<file path="config.mk">
export PLATFORM = sky130hd
export DESIGN_NAME = traffic_phase_sched
export DESIGN_NICKNAME = d
export VERILOG_FILES = /design/src/rtl/traffic_pkg.sv /design/src/rtl/rr_pick4.sv /design/src/rtl/traffic_phase_sched.sv
export SDC_FILE = /design/constraint.sdc
export NUM_CORES = 1
export LEC_CHECK = 0
export BUFFER_PORTS_ARGS = -buffer_cell sky130_fd_sc_hd__buf_4
export CAP_MARGIN = 15
export CORE_UTILIZATION = 40
export DETAILED_ROUTE_END_ITERATION = 8
export GPL_ROUTABILITY_DRIVEN = 0
export HOLD_SLACK_MARGIN = 0.12
export PLACE_DENSITY = 0.65
export SETUP_SLACK_MARGIN = 0.05
export SYNTH_ARGS = -nofsm -noshare
export SYNTH_HDL_FRONTEND = slang
export SYNTH_HIERARCHICAL = 1
export SYNTH_SLANG_ARGS = --single-unit
</file>
<file path="constraint.sdc">
create_clock -name clk -period 5.1 [get_ports clk]
set_input_delay 0.255 -clock clk [delete_from_list [all_inputs] [get_ports clk]]
set_output_delay 0.255 -clock clk [all_outputs]
set_load 0.01 [all_outputs]
</file>
<file path="src/rtl/traffic_pkg.sv">
// Shared types and lamp helpers for the actuated four-approach signal controller.
package traffic_pkg;

  typedef enum logic [1:0] {
    ST_CLEAR  = 2'd0,
    ST_GREEN  = 2'd1,
    ST_YELLOW = 2'd2
  } state_t;

  typedef logic [1:0] appr_t;

  localparam int unsigned N_APPR = 4;

  function automatic logic [3:0] lamp_onehot(input appr_t a);
    return 4'b0001 << a;
  endfunction

  function automatic logic [3:0] lamp_red(input logic [3:0] gv, input logic [3:0] yv);
    return ~(gv | yv);
  endfunction

endpackage

</file>
<file path="src/rtl/rr_pick4.sv">
// Combinational round-robin picker: searches last+1, last+2, last+3, then last.
// With nothing pending it proposes last+1 and deasserts valid.
module rr_pick4
  import traffic_pkg::*;
(
  input  logic [3:0] pending,
  input  logic [1:0] last,
  output logic [1:0] grant,
  output logic       valid
);

  appr_t cand;

  // Walk from the farthest offset back to the nearest so the nearest hit wins.
  always_comb begin
    grant = last + 2'd1;
    valid = 1'b0;
    cand  = 2'd0;
    for (int k = N_APPR; k >= 1; k--) begin
      cand  = last + k[1:0];
      grant = pending[cand] ? cand : grant;
      valid = valid | pending[cand];
    end
  end

endmodule

</file>
<file path="src/rtl/traffic_phase_sched.sv">
// Actuated intersection scheduler: min/max green, yellow and all-red clearance,
// round-robin service of sticky vehicle requests and emergency preempt.
module traffic_phase_sched
  import traffic_pkg::*;
#(
  parameter int unsigned MIN_GREEN = 4,
  parameter int unsigned MAX_GREEN = 12,
  parameter int unsigned YELLOW    = 2,
  parameter int unsigned ALL_RED   = 1,
  parameter int unsigned CNT_W     = 4
) (
  input  logic       clk,
  input  logic       rst_n,
  input  logic [3:0] veh_req,
  input  logic       emerg_req,
  input  logic [1:0] emerg_dir,
  output logic [3:0] g,
  output logic [3:0] y,
  output logic [3:0] r,
  output logic [1:0] phase,
  output logic       emerg_act
);

  localparam logic [CNT_W-1:0] ONE_T = CNT_W'(1);
  localparam logic [CNT_W-1:0] MIN_T = CNT_W'(MIN_GREEN);
  localparam logic [CNT_W-1:0] MAX_T = CNT_W'(MAX_GREEN);
  localparam logic [CNT_W-1:0] YEL_T = CNT_W'(YELLOW);
  localparam logic [CNT_W-1:0] AR_T  = CNT_W'(ALL_RED);

  state_t           state, state_nx;
  logic [CNT_W-1:0] timer, timer_nx;
  appr_t            phase_nx;
  logic [3:0]       pending, pending_nx;
  logic             first, first_nx;
  logic             act_nx, enter;
  logic [3:0]       g_nx, y_nx, green_mask, others;
  appr_t            last_pick, pick_grant, sel;
  logic             pick_valid;

  // Before any phase has been served, search starts at approach 0.
  assign last_pick  = first ? 2'd3 : phase;
  assign sel        = emerg_req ? emerg_dir : (pick_valid ? pick_grant : last_pick + 2'd1);
  assign green_mask = (state == ST_GREEN) ? lamp_onehot(phase) : 4'b0000;
  assign others     = pending & ~lamp_onehot(phase);

  rr_pick4 u_pick (
    .pending (pending),
    .last    (last_pick),
    .grant   (pick_grant),
    .valid   (pick_valid)
  );

  // Next-state, timer and request-latch decisions.
  always_comb begin
    state_nx = state;
    timer_nx = timer;
    phase_nx = phase;
    first_nx = first;
    act_nx   = 1'b0;
    enter    = 1'b0;
    case (state)
      ST_CLEAR: begin
        if (timer >= AR_T) begin
          state_nx = ST_GREEN;
          timer_nx = ONE_T;
          phase_nx = sel;
          first_nx = 1'b0;
          enter    = 1'b1;
          act_nx   = emerg_req;
        end else begin
          timer_nx = timer + ONE_T;
        end
      end
      ST_GREEN: begin
        if (emerg_req && (emerg_dir != phase)) begin
          state_nx = ST_YELLOW;
          timer_nx = ONE_T;
        end else if (emerg_req) begin
          // Held preempt green: timer parks at MAX so release ends it promptly.
          act_nx   = 1'b1;
          timer_nx = (timer >= MAX_T) ? MAX_T : timer + ONE_T;
        end else if (((timer >= MIN_T) && (|others)) || (timer >= MAX_T)) begin
          state_nx = ST_YELLOW;
          timer_nx = ONE_T;
        end else begin
          timer_nx = timer + ONE_T;
        end
      end
      ST_YELLOW: begin
        if (timer >= YEL_T) begin
          state_nx = ST_CLEAR;
          timer_nx = ONE_T;
        end else begin
          timer_nx = timer + ONE_T;
        end
      end
      default: begin
        state_nx = ST_CLEAR;
        timer_nx = ONE_T;
      end
    endcase
    pending_nx = (pending | (veh_req & ~green_mask)) & ~(enter ? lamp_onehot(sel) : 4'b0000);
    g_nx = (state_nx == ST_GREEN)  ? lamp_onehot(phase_nx) : 4'b0000;
    y_nx = (state_nx == ST_YELLOW) ? lamp_onehot(phase_nx) : 4'b0000;
  end

  // State, latches and lamp registers.
  always_ff @(posedge clk) begin
    if (!rst_n) begin
      state     <= ST_CLEAR;
      timer     <= ONE_T;
      phase     <= 2'd0;
      pending   <= 4'b0000;
      first     <= 1'b1;
      g         <= 4'b0000;
      y         <= 4'b0000;
      r         <= 4'b1111;
      emerg_act <= 1'b0;
    end else begin
      state     <= state_nx;
      timer     <= timer_nx;
      phase     <= phase_nx;
      pending   <= pending_nx;
      first     <= first_nx;
      g         <= g_nx;
      y         <= y_nx;
      r         <= lamp_red(g_nx, y_nx);
      emerg_act <= act_nx;
    end
  end

endmodule

</file>
==> results.md, run 1 <==
- First-pass GRT wire length: 5130 um
- Final Net Count: 195
- Total of max-cap violations: 0
- Post-CTS setup buffers: 0
- Most numerous cell in the Yosys netlist: dfxtp_1
- Cell Area, Synth: 1420 um^2
- Synth area leaders: dfxtp_1 (37%), nor2_1 (4.7%), a21oi_1 (3.9%), o21ai_0 (2.8%), ha_1 (2.6%)
- Non-filler cells, final: 228
- Synth unique cells: 55
- Synthesized Nets: 173
- Max Slew Vio Count: 0
- Hold Crit Class: in -> reg
- Sink Count: 26
- Critical Path AT: 2.61 ns
- Post-Synth Simple-Gate Area: 28.6%
- RSZ-0062 raised after global routing: no
- Setup violations, final: 0
- DR vias: 1259
- Area of placed instances: 1610 um^2
- Clock buffer depth: 2
- Die area: 3800 um^2
- Switch share: 34.9%
- Fmax: 0.418 GHz
- VDD IR max: 0.182 mV
- Outcome: completed
- Sequential element share of the synthesized area: 36.6%
- Int Power: 418 uW
- I/O Buffers: 23
- Worst Setup End Kind: flop
- GRT overflow: 0
- Rows: 21
- Post-synthesis mux area share: 1.67%
- Slowest stage delay, CP: 0.70 ns
- CTS root buf: clkbuf_4
- CP max-delay cell: dfxtp_1
- PwrDens: 385 nW/um^2
- Post-Route WL: 3160 um
- CP cell instances: or2_2 > inv_1 > a21oi_1 > o221ai_1 > a21oi_1 > a21oi_1 > mux2i_2 > nand3b_1 > nor2_1
- Critical path startpoint category: flop
- Tcrit/Tclk final: 46.9%
- Net Sw Power: 224 uW
- Ports: 24
- Buf/Inv on CP: 1
- Synth area leader: dfxtp_1
- Fillers: 353
- Starting Density: 42.3%
- Largest family of logic cells by synthesized area: simple AND/OR/NAND/NOR gates
- Post-CTS resize count: 0
- Final min period: 2.39 ns
- DRT iter0 DRCs: 68
- CTS buffer count: 3
- Leakage: 0.000683 uW
- #FFs+latches synth: 26
- Post-Place Cells: 224
- Family with the most delay on the worst path: flip-flops
- HPWL Detailed: 2410 um
- Post-Syn Instances: 161
- Req. time, crit path: 5.32 ns
- Warnings from Yosys: 6
- Sequential Power Share: 42.0%
- Post-synthesis area per instance: 8.84 um^2
- Cell repeated most along the worst path: a21oi_1
- Combinational power share: 36.3%
- Clk pwr share: 21.7%
- Remaining DRCs: 0
- Vias/cell: 5.52
- Synth-to-Final Area Change: 17.0%
- CTS tree: built
- WL/cell: 13.9 um
- GRT Util Overall: 18.4%
- H-tree depth: 1
- Synth Area in Compound Gates: 22.7%
- Routed Antenna Nets: 0
- Synth top cells by count: dfxtp_1 (26), nor2_1 (18), a21oi_1 (11)
- Area occupied by multi-input gates: 836 um^2
- Crit Path Max Fanout: 14
- Initial antenna violation count: 0
- Number of synthesized flops with an enable pin: 0
- Fraction of registers with async set/reset: 0%
- Skew-Pair Late Insertion Delay: 0.32 ns
- Final Cell Area: 1670 um^2
- Synth Area in Adders: 2.64%
- Vias in the first global route: 1201
- Largest net degree at the start of global routing: 20
- Clk_skew: 0.00548 ns
- Core Area: 3360 um^2
- Worst-path clk slew: 0.14 ns
- Hold buffers post-CTS: 0
- Xor/xnor share of the synthesized area: 3.08%
- DR pass1 iterations: 4
- Die height: 61.7 um
- Prevailing post-synth register cell: dfxtp_1
- Share of the synthesized area in the top cell type: 36.6%
- Layout cells sized above 1: 23.1%
- FF/Latch Area: 520 um^2
- Fin Hold WS: 0.196 ns
- Slew HR: 62.5%
- Antenna diodes: 0
- Die W: 61.7 um
- Setup TNS: 0 ns
- Worst-margin pin slew: 0.562 ns
- Worst Setup Path Type: reg -> reg
- Final number of hold-violating endpoints: 0
## layer usage
layer,vias to the layer above,track usage [%],wire length [um]
met1,591,22.7,1430
met5,-,0,0
met2,39,30.7,1520
li1,622,-,-
met3,7,3.15,142
met4,0,9.21,61
## power by group through the flow
stage | sequential [uW] | clock [uW] | combinational, uW
after CTS | 268 | 144 | 233
final | 269 | 139 | 233
after global placement | 272 | 0 | 226
after global routing | 274 | 154 | 255
after detailed placement | 273 | 0 | 232
after floorplan | 266 | 0 | 174
## flip-flops by register name (all words and copies together), names as in the netlist
register,cells
y,4
first,1
r,4
phase,2
g,4
pending,4
state,2
timer,4
emerg_act,1
## cells in the final DEF (no fill, tap or decap), types with 3 or more instances in the layout
master and count:
buf_4 23, nand2b_1 4, and2_1 3, nand3_1 3
nor2b_1 4, xnor2_1 3, nand2_1 9, nand3b_1 3
inv_1 7, nor2_1 18, o21a_1 3, o21ai_0 8
nand4_1 3, ha_1 3, a21oi_1 11, clkbuf_4 3
dfxtp_1 26
## kinds of logic (layout without fill, tap and decap cells)
logic type / Yosys count / after routing
compound gates: 44 / 44
mux: 2 / 2
simple gates: 68 / 68
fa+ha+maj: 3 / 3
buf+inv: 13 / 34
xor+xnor: 5 / 5
flops: 26 / 26
## final cells by class
class | count | area share, %
inverter | 7 | 1.58
multi-input combinational | 122 | 50.2
clock buffer | 3 | 1.35
sequential | 26 | 31.3
tap | 46 | 3.46
timing repair buffer | 23 | 10.4
clock inverter | 1 | 1.80
## final timing paths
kind	slack (ns)	endpoint	from	cells past startpoint
hold / removal	0.20	first	rst_n	2
setup / recovery	2.71	g[3]	phase[1]	9
setup reg to reg	2.71	g[3]	phase[1]	9
hold reg to reg	0.55	first	first	2
## stage by stage
step,worst slack (ns),utilization [%],power (uW)
after floorplan,3.02,-,440
after global placement,2.86,48.0,498
after detailed placement,2.78,48.0,505
after CTS,2.75,49.5,645
after global routing,2.54,49.5,683
final,2.71,49.5,642
No activity file was read; power rests on OpenSTA's default activity.
==> inputs of run 2 (changes only) <==
Clock period 5.1 ns to 2.45 ns, I/O delays scaled along.
==> run 2 against run 1 <==
Sequential share of layout area is 0.78 points lower. Utilization is 1.3 points higher. Clock skew is 0.0029 ns higher. Combinational power is 130% higher. Final cell count is 2.2% higher. Via count is 1.3% higher. Clock-buffer cell count stayed put. Fmax is 6.5% higher. Register-to-register slack worse by 2.5 ns. Die area stayed put. Critical path type unchanged. Critical endpoint is now y[1]. Largest cell class unchanged. Largest power group is now combinational logic.
==> results.md, run 2 (synthesized netlist as in run 1, its figures left out) <==
- RSZ-0062 raised after global routing: no
- CTS root buf: clkbuf_4
- Rows: 21
- GRT Util Overall: 19.2%
- Fmax: 0.446 GHz
- Area occupied by multi-input gates: 836 um^2
- PwrDens: 793 nW/um^2
- Post-CTS resize count: 0
- Crit Path Max Fanout: 9
- HPWL Detailed: 2450 um
- Vias in the first global route: 1242
- Leakage: 0.000707 uW
- CP max-delay cell: or4_1
- Slowest stage delay, CP: 0.62 ns
- DR vias: 1275
- Buf/Inv on CP: 0
- First-pass GRT wire length: 5360 um
- Routed Antenna Nets: 0
- I/O Buffers: 23
- Slew HR: 70.3%
- Worst-path clk slew: 0.14 ns
- Combinational power share: 39.3%
- Post-Route WL: 3290 um
- Worst Reg2Reg Path Length in Cells: 6
- Layout cells sized above 1: 24.1%
- Core Util, Final: 50.8%
- CTS buffer count: 3
- VDD IR max: 0.373 mV
- R2r setup slk: 0.21 ns
- Sequential Power Share: 39.3%
- Switch share: 34.8%
- Worst-margin pin slew: 0.437 ns
- Critical path startpoint category: flop
- Initial antenna violation count: 0
- Remaining DRCs: 0
- Die W: 61.7 um
- Req. time, crit path: 2.72 ns
- Family with the most delay on the worst path: simple AND/OR/NAND/NOR gates
- Worst Setup Path Type: reg -> reg
- Crit path depth: 6
- Outcome: completed
- Post-CTS setup buffers: 0
- WL/cell: 14.1 um
- Max Slew Vio Count: 0
- Antenna diodes: 0
- Clk_skew: 0.00834 ns
- Skew-Pair Late Insertion Delay: 0.32 ns
- Final min period: 2.24 ns
- Core Area: 3360 um^2
- Fillers: 353
- FF/Latch Area: 520 um^2
- Sink Count: 26
- Hold depth: 4
- Final Net Count: 200
- Tcrit/Tclk final: 91.6%
- GRT overflow: 0
- Clock buffer depth: 2
- Ports: 24
- Die area: 3800 um^2
- Final number of hold-violating endpoints: 0
- Worst Setup End Kind: flop
- Vias/cell: 5.47
- Setup TNS: 0 ns
- Net Sw Power: 471 uW
- Clk pwr share: 21.4%
- Int Power: 884 uW
- DR pass1 iterations: 4
- Critical Path AT: 2.52 ns
- H-tree depth: 1
- Total of max-cap violations: 0
- Synth-to-Final Area Change: 19.9%
- CP cell instances: or4_1 > or3_1 > a21oi_1 > mux2i_2 > nand3b_1 > nor2_1
- Largest net degree at the start of global routing: 20
- CTS tree: built
- Hold buffers post-CTS: 2
- Hold Crit Class: in -> reg
- Commonest non-fill, non-tap cells in the layout: dfxtp_1 (26), buf_4 (26), nor2_1 (18), a21oi_1 (11), nand2_1 (9)
- Die height: 61.7 um
- Setup violations, final: 0
- DRT iter0 DRCs: 58
- Starting Density: 42.3%
==> run 2: path summary, 6_finish.rpt <==
kind / from / endpoint
hold reg to reg: first / first
setup / recovery: pending[0] / y[1]
setup reg to reg: pending[0] / y[1]
hold / removal: veh_req[0] / pending[0]
==> run 2: layout make-up <==
| type | instances | area share, % |
|---|---|---|
| clock inverters | 1 | 1.76 |
| well taps | 46 | 3.37 |
| repair buffers | 28 | 12.6 |
| inverters | 7 | 1.54 |
| multi-input cells | 122 | 48.9 |
| flip-flops and latches | 26 | 30.5 |
| clock buffers | 3 | 1.32 |
==> run 2: worst reg2reg max path: cells and delay by family, from the launching register on <==
kind | cells | cell delay (ns)
and+or+nand+nor | 4 | 1.32
DFF | 1 | 0.40
AOI/OAI and AO/OA | 1 | 0.27
muxes | 1 | 0.21
==> run 2: per-layer routing <==
metal | routed length, um | vias to the layer above | global-route usage, %
li1 | - | 631 | -
met1 | 1470 | 602 | 24.2
met2 | 1610 | 36 | 32.7
met3 | 157 | 6 | 3.15
met4 | 46 | 0 | 7.62
met5 | 0 | - | 0
==> run 2: per-stage QoR <==
stage | instances | setup slack, ns | area (um^2) | total power [uW] | hold WS [ns]
2_1_floorplan | 161 | 0.371 | 1420 | 916 | 0.396
3_5_place_dp | 227 | 0.252 | 1640 | 1060 | 0.415
4_1_cts | 233 | 0.217 | 1710 | 1360 | 0.204
6_report | 233 | 0.207 | 1710 | 1350 | 0.213
5_1_grt | 233 | 0.0769 | 1710 | 1440 | 0.239
3_3_place_gp | 227 | 0.276 | 1640 | 1050 | 0.405
==> run 2: power groups by stage <==
stage          Combinational (uW)  Sequential, uW  Clock [uW]
6_report                      533             532         290
5_1_grt                       589             539         312
4_1_cts                       531             530         296
3_5_place_dp                  525             539           0
3_3_place_gp                  517             536           0
2_1_floorplan                 363             553           0
